[config.mk]
export PLATFORM = sky130hd
export DESIGN_NAME = prefetch_fill
export DESIGN_NICKNAME = d
export VERILOG_FILES = /design/src/rtl/prefetch_fill.sv
export SDC_FILE = /design/constraint.sdc
export NUM_CORES = 1
export LEC_CHECK = 0
export ABC_CLOCK_PERIOD_IN_PS = 5200
export BUFFER_PORTS_ARGS = -buffer_cell sky130_fd_sc_hd__buf_2
export CORE_MARGIN = 2
export CORE_UTILIZATION = 45
export CTS_BUF_LIST = sky130_fd_sc_hd__clkbuf_8
export CTS_CLUSTER_SIZE = 14
export DETAILED_ROUTE_END_ITERATION = 8
export SETUP_SLACK_MARGIN = 0.2
export SYNTH_ARGS = -nofsm -noshare
export SYNTH_HDL_FRONTEND = slang
export SYNTH_SLANG_ARGS = --single-unit
[constraint.sdc]
create_clock -name sys_clk -period 5.2 [get_ports sys_clk]
set_input_delay 1.3 -clock sys_clk [delete_from_list [all_inputs] [get_ports sys_clk]]
set_output_delay 1.3 -clock sys_clk [all_outputs]
set_load 0.02 [all_outputs]
[src/rtl/prefetch_fill.sv]
// Instruction prefetch queue: fetches 64-bit phrases over a simple req/ack bus
// and presents them as a stream of 16-bit words with their word addresses.
module prefetch_fill (
  input  logic        sys_clk,
  input  logic        reset,
  input  logic        flush,
  input  logic [22:0] flush_addr,
  output logic        bus_req,
  output logic [20:0] bus_addr,
  input  logic        bus_ack,
  input  logic [63:0] bus_data,
  output logic        ins_valid,
  input  logic        ins_ready,
  output logic [15:0] ins_data,
  output logic [22:0] ins_pc,
  output logic [3:0]  fill_count
);

  typedef enum logic [1:0] {IDLE, REQ, DISCARD} state_t;

  state_t      state_q, state_d;
  logic [22:0] fetch_addr_q, fetch_addr_d;
  logic [22:0] ins_pc_q, ins_pc_d;
  logic [20:0] req_addr_q, req_addr_d;
  logic [2:0]  rd_ptr_q, rd_ptr_d;
  logic [2:0]  wr_ptr_q, wr_ptr_d;
  logic [3:0]  fill_q, fill_d;
  logic [15:0] mem_q [8];
  logic [15:0] phrase_word [4];
  logic        wr_en;
  logic        consume;
  logic [2:0]  wr_n;

  always_comb begin
    for (int k = 0; k < 4; k++) begin
      phrase_word[k] = bus_data[63 - 16*k -: 16];
    end
  end

  // The bus address is latched separately so an outstanding request keeps its
  // address even when a flush reloads fetch_addr underneath it.
  always_comb begin
    state_d      = state_q;
    fetch_addr_d = fetch_addr_q;
    req_addr_d   = req_addr_q;
    wr_en        = 1'b0;
    case (state_q)
      IDLE: begin
        if (!flush && fill_q <= 4'd4) begin
          state_d    = REQ;
          req_addr_d = fetch_addr_q[22:2];
        end
      end
      REQ: begin
        if (flush) begin
          state_d = bus_ack ? IDLE : DISCARD;
        end else if (bus_ack) begin
          wr_en        = 1'b1;
          fetch_addr_d = {fetch_addr_q[22:2] + 21'd1, 2'b00};
          state_d      = IDLE;
        end
      end
      DISCARD: begin
        if (bus_ack) begin
          state_d = IDLE;
        end
      end
      default: state_d = IDLE;
    endcase
    if (flush) begin
      fetch_addr_d = flush_addr;
    end
  end

  assign wr_n    = 3'd4 - {1'b0, fetch_addr_q[1:0]};
  assign consume = ins_valid && ins_ready && !flush;

  always_comb begin
    rd_ptr_d = rd_ptr_q;
    wr_ptr_d = wr_ptr_q;
    fill_d   = fill_q;
    ins_pc_d = ins_pc_q;
    if (flush) begin
      rd_ptr_d = 3'd0;
      wr_ptr_d = 3'd0;
      fill_d   = 4'd0;
      ins_pc_d = flush_addr;
    end else begin
      rd_ptr_d = rd_ptr_q + {2'b00, consume};
      wr_ptr_d = wr_ptr_q + (wr_en ? wr_n : 3'd0);
      fill_d   = fill_q + (wr_en ? {1'b0, wr_n} : 4'd0) - {3'b000, consume};
      ins_pc_d = ins_pc_q + {22'd0, consume};
    end
  end

  always_ff @(posedge sys_clk) begin
    if (reset) begin
      state_q      <= IDLE;
      fetch_addr_q <= 23'd0;
      ins_pc_q     <= 23'd0;
      req_addr_q   <= 21'd0;
      rd_ptr_q     <= 3'd0;
      wr_ptr_q     <= 3'd0;
      fill_q       <= 4'd0;
    end else begin
      state_q      <= state_d;
      fetch_addr_q <= fetch_addr_d;
      ins_pc_q     <= ins_pc_d;
      req_addr_q   <= req_addr_d;
      rd_ptr_q     <= rd_ptr_d;
      wr_ptr_q     <= wr_ptr_d;
      fill_q       <= fill_d;
    end
  end

  // Words from the starting offset up to the end of the phrase land in
  // consecutive queue slots.
  always_ff @(posedge sys_clk) begin
    for (int i = 0; i < 4; i++) begin
      if (!reset && wr_en && (3'(i) < wr_n)) begin
        mem_q[wr_ptr_q + 3'(i)] <= phrase_word[fetch_addr_q[1:0] + 2'(i)];
      end
    end
  end

  assign bus_req    = (state_q != IDLE);
  assign bus_addr   = req_addr_q;
  assign ins_valid  = (fill_q != 4'd0);
  assign ins_data   = ins_valid ? mem_q[rd_ptr_q] : 16'h0000;
  assign ins_pc     = ins_pc_q;
  assign fill_count = fill_q;

endmodule

======== Yosys cells after proc, flatten, opt, wreduce, memory -nomap -nowiden ========
Memory sizes are Yosys's and may differ from the RTL's. A register that Yosys moved wholly into a read port is not among the register bits.
Cells that the tools add are included.
word-level totals
  flip-flop bits (word level) ............. 79
  latch bits .............................. 0
  bits in writable memories ............... 128
  ROM bits ................................ 0
  bits of input ports ..................... 92
  output and inout bits ................... 66
  logic and storage cells ................. 91
  memories kept ........................... 1
cells by class
  $add $sub $neg .......................... 13
  $mul .................................... 0
  divide/modulo/power cells ............... 0
  order comparisons ....................... 9
  eq/ne operators ......................... 3
  shifts and indexed selects .............. 0
  mux-type cells .......................... 36
  bitwise gates (word level) .............. 4
  reductions and logical operators ........ 18
memories
  memory  depth  bits a word  read ports  clocked after Yosys merged registers in  wr ports  RTL line  RTL
  mem_q   8      16           1           1                                        4         28        logic [15:0] mem_q [8];
operator list
  kind                                                                   count
  16-bit 2-to-1 mux                                                      9
  16-bit binary-select mux with 2-bit select                             4
  23-bit 2-to-1 mux                                                      4
  23-bit by 1-bit adder with 23-bit output                               1
  21-bit by 1-bit adder with 21-bit output, second input constant        1
  3-bit >= comparator, second input constant                             4
  2-bit NOT with 3-bit output                                            4
  1-bit 2-to-1 mux                                                       11
  3-bit 2-to-1 mux                                                       3
  1-bit logical AND                                                      8
  2-bit 2-to-1 mux                                                       4
  3-bit by 2-bit adder with 3-bit output, second input constant          2
  1-bit by 3-bit < comparator with 1-bit output, first input constant    2
  2-bit by 3-bit < comparator with 1-bit output, first input constant    2
  2-bit one-hot mux with 3 select lines                                  1
  2-bit nonzero test                                                     3
  2-bit adder, second input constant                                     2
  4-bit by 3-bit adder with 4-bit output                                 1
  4-bit by 3-bit <= comparator with 1-bit output, second input constant  1
  2-bit AND reduction                                                    2
  4-bit nonzero test                                                     1
  4-bit by 1-bit subtractor with 4-bit output                            1
  3-bit by 1-bit adder with 3-bit output                                 1
  3-bit by 1-bit adder with 3-bit output, second input constant          1
  9 further kinds                                                        10

======== Depth between registers and ports, before layout ========
  depth in word-level cells ............... 7
  mapped depth ............................ 16
  mapped depth without buffers ............ 10

======== Least setup slack after synthesis ========
No wires, ideal clock.
  path type ............................... input to register
  start point ............................. in bus_ack
  end point ............................... mem mem_q[1][0] (enable)
  setup time .............................. 0.414 ns
  data arrival time ....................... 3.851 ns
  data required time ...................... 4.786 ns
  setup slack ............................. 0.934 ns
  stages .................................. 6
  buffers on the path ..................... 2
  path through ............................ nand3b_1 buf_4 clkbuf_1 a2111oi_0 nand2_1 o31ai_1
RTL lines
  what         RTL line  RTL
  from (decl)  10        input logic bus_ack,
  to (decl)    28

==> results by group <==
CTS
  – CTS tree: yes
  – Hold-fix buffers, CTS: 0
  – CTS sink cnt: 207
  – Clock Pin Slew Worst Setup and Hold Paths: 0.06 ns
  – Postcts setup bufs: 0
  – Clk_lat worst skew: 0.53 ns
  – Post-CTS resize count: 0
  – TritonCTS Buffers: 37
  – H-tree levels: 2
  – Clk root buf: clkbuf_8
  – CTS Buffer Depth: 3

Outcome
  – Status: finished, final reports clean

Timing
  – Min Clock Period, post-route: 3.966 ns
  – Final Max Slew Viols: 0
  – Max transition margin: 16.78%
  – Setup TNS Final: 0 ns
  – Unrepaired setup endpoints after global routing: false
  – Share of the clock period used by the worst path after layout: 76.26%
  – Final Setup Violations: 0
  – Worst Max-Slew Pin Slew: 1.248 ns
  – Hold Fails Final Rpt: 0
  – Layout Skew: 0.02444 ns
  – Max Freq: 0.2522 GHz

Logic synthesis
  – Syn nets: 1377
  – Post-Syn Area per Cell: 11.06 um2
  – Yosys reg bits: 207
  – EDFF count, synth: 128
  – Sequential area share after synthesis: 38.72%
  – Ys flop type: edfxtp_1
  – Mapped cell area: 0.01401 mm2
  – Count of unique library cells instantiated by Yosys: 67
  – FFs w/ async S/R, synth: 0%
  – Yosys Warn Count: 0
  – Cells after Synth: 1267

Power and ir drop
  – Clk network pwr share: 34.1%
  – Internal Pwr Total: 2.816 mW
  – Switching Share: 30.50%
  – Max VDD drop: 168.7 uV
  – Power share of the combinational group: 20.0%
  – Pwr Density: 254.6 mW/mm2
  – Leak: 5.460 nW
  – Sequential share of power: 46.0%
  – NetSw: 1.236 mW

Job
  – Maxcap violations: 0

Route
  – DRT antenna net count: 0
  – Iter 0 DRT Violations: 1260
  – Drt drc: 0
  – WL final: 46880 um
  – DR vias: 12040
  – Vias/cell: 6.578
  – First-pass DRT Iterations: 5
  – Avg WL per Cell: 25.62 um

Global route
  – Total Routing Usage GR: 28.18%
  – Antenna violations before repair: 6
  – First-pass GRT wire length: 71040 um
  – Vias in the first global route: 11600
  – Pin count of the biggest net entering global routing: 46
  – Overflow after GRT: 0

Critical path
  – CP Launch Type: flip-flop
  – Crit path DAT: 2.67 ns
  – Crit path cell chain: buf_4, mux4_2, mux2i_1, nor2_1, buf_2
  – WP buf/inv: 2
  – Worst Path Required: 3.90 ns
  – Slowest stage delay, CP: 1.04 ns
  – Crit-path max FO: 19
  – CP top delay family: flip-flops
  – Worst setup EP type: output pin
  – CP Class: reg -> out
  – Worst path slowest cell: dfxtp_1

Layout
  – Net count reported at finish: 1516
  – Most frequent cells in the layout: buf_2 (157), mux2i_1 (145), edfxtp_1 (128)
  – Commonest non-fill, non-tap cell in the layout: buf_2
  – Final Cell Area: 0.01592 mm2
  – Area Overhead vs Synth: 13.62%
  – Layout cell share with drive strength beyond 1: 27.83%

Placement
  – DP Area: 0.01527 mm2
  – Port buffer count: 157
  – Dpl hpwl: 32010 um
  – Gpl congestion: 0.8748

Floorplanning
  – Number of I/O pins: 158
  – Die area: 0.03257 mm2
  – Die width: 180.5 um
  – Site Rows: 64
  – DIE HEIGHT: 180.5 um
  – Initial core utilization: 45.81%
  – Core area: 0.03059 mm2

Hold path
  – Hold Crit Class: reg -> reg
-- sequential cells by signal (all words and copies together), names as in the netlist --
name / count
bus_addr: 21
ins_pc: 23
fill_count: 4
fetch_addr_q: 23
state_q: 2
rd_ptr_q: 3
wr_ptr_q: 3
mem_q: 128
-- worst register-to-register path: cells and delay by family, from the launching register on --
family / cells / cell delay, ns
compound gates: 1 / 0.41
simple gates: 3 / 1.77
fa+ha+maj: 1 / 0.47
flops: 1 / 0.64
-- cell type report --
cell class	count	area, um2
Antenna cell	4	10.01
Clock buffer	39	536.8
Clock inverter	24	101.3
Fill cell	2780	14670
Inverter	51	191.4
Multi-Input combinational cell	902	7980
Sequential cell	207	5431
Tap cell	396	495.5
Timing Repair Buffer	207	1174
-- metrics by stage --
| step | worst slack [ns] | instances | hold slack, ns | utilization [%] | power (mW) |
|---|---|---|---|---|---|
| 2_1_floorplan | 0.9345 | 1267 | 0.4670 | - | 2.424 |
| 3_3_place_gp | 0.9541 | 1763 | 0.4429 | 49.93 | 2.682 |
| 3_5_place_dp | 0.9640 | 1763 | 0.4459 | 49.93 | 2.694 |
| 4_1_cts | 1.198 | 1826 | 0.4550 | 52.01 | 4.065 |
| 5_1_grt | 1.099 | 1826 | 0.4742 | 52.01 | 4.210 |
| 6_report | 1.234 | 1830 | 0.4537 | 52.05 | 4.053 |
-- path summary, 6_finish.rpt --
| check | start | end | slack (ns) | depth (start not counted) |
|---|---|---|---|---|
| hold / removal | bus_addr[17] | bus_addr[17] | 0.45 | 2 |
| setup / recovery | rd_ptr_q[1] | ins_data[14] | 1.23 | 5 |
| setup reg to reg | fetch_addr_q[1] | mem_q[6][0] | 1.52 | 5 |
| hold reg to reg | bus_addr[17] | bus_addr[17] | 0.45 | 2 |
-- synthesized netlist by cell type (all sizes together), types with 8 or more instances --
cell | n | share of area (%)
mux2i | 145 | 10
or4 | 9 | 0.51
o22ai | 80 | 3.6
or3 | 8 | 0.36
xnor2 | 21 | 1.3
a31oi | 9 | 0.40
nand2 | 50 | 1.3
nor4 | 24 | 1.6
nand4 | 17 | 0.80
a21oi | 125 | 4.5
inv | 51 | 1.4
edfxtp | 128 | 27
xor2 | 9 | 0.56
a221oi | 48 | 3.5
ha | 16 | 1.4
a21boi | 18 | 0.96
nor3 | 12 | 0.43
buf | 47 | 2.1
mux4 | 96 | 15
o21ai | 10 | 0.36
clkbuf | 60 | 1.6
o31a | 19 | 1.2
and2 | 11 | 0.49
dfxtp | 79 | 11
nand3 | 38 | 1.5
nor2 | 80 | 2.1
-- per-layer routing --
layer / global-route usage, % / vias to the layer above / wire [um]
met4: 8.581 / 4 / 1229
li1: - / 5325 / -
met3: 6.225 / 104 / 5104
met1: 38.21 / 5896 / 18760
met5: 0 / - / 24
met2: 45.31 / 708 / 21760
-- kinds of logic (layout without fill, tap and decap cells) --
logic type	Yosys count	after routing	synth area share [%]
flip-flops	207	207	38.72
multiplexers	243	243	25.95
buffers and inverters	158	321	5.063
other	0	4	0
XOR/XNOR	30	30	1.875
adder cells (fa/ha/maj)	18	18	1.714
AO/OA/AOI/OAI	332	332	15.74
AND/OR/NAND/NOR	279	279	10.94
-- power by group through the flow --
stage	Sequential [mW]	Combinational [mW]	Clock, mW
after floorplan	1.90	0.525	0
after global placement	1.90	0.786	0
after detailed placement	1.90	0.797	0
after CTS	1.86	0.800	1.40
after global routing	1.87	0.869	1.47
final	1.86	0.808	1.38
Note: power is estimated with default switching activity, not from simulation.
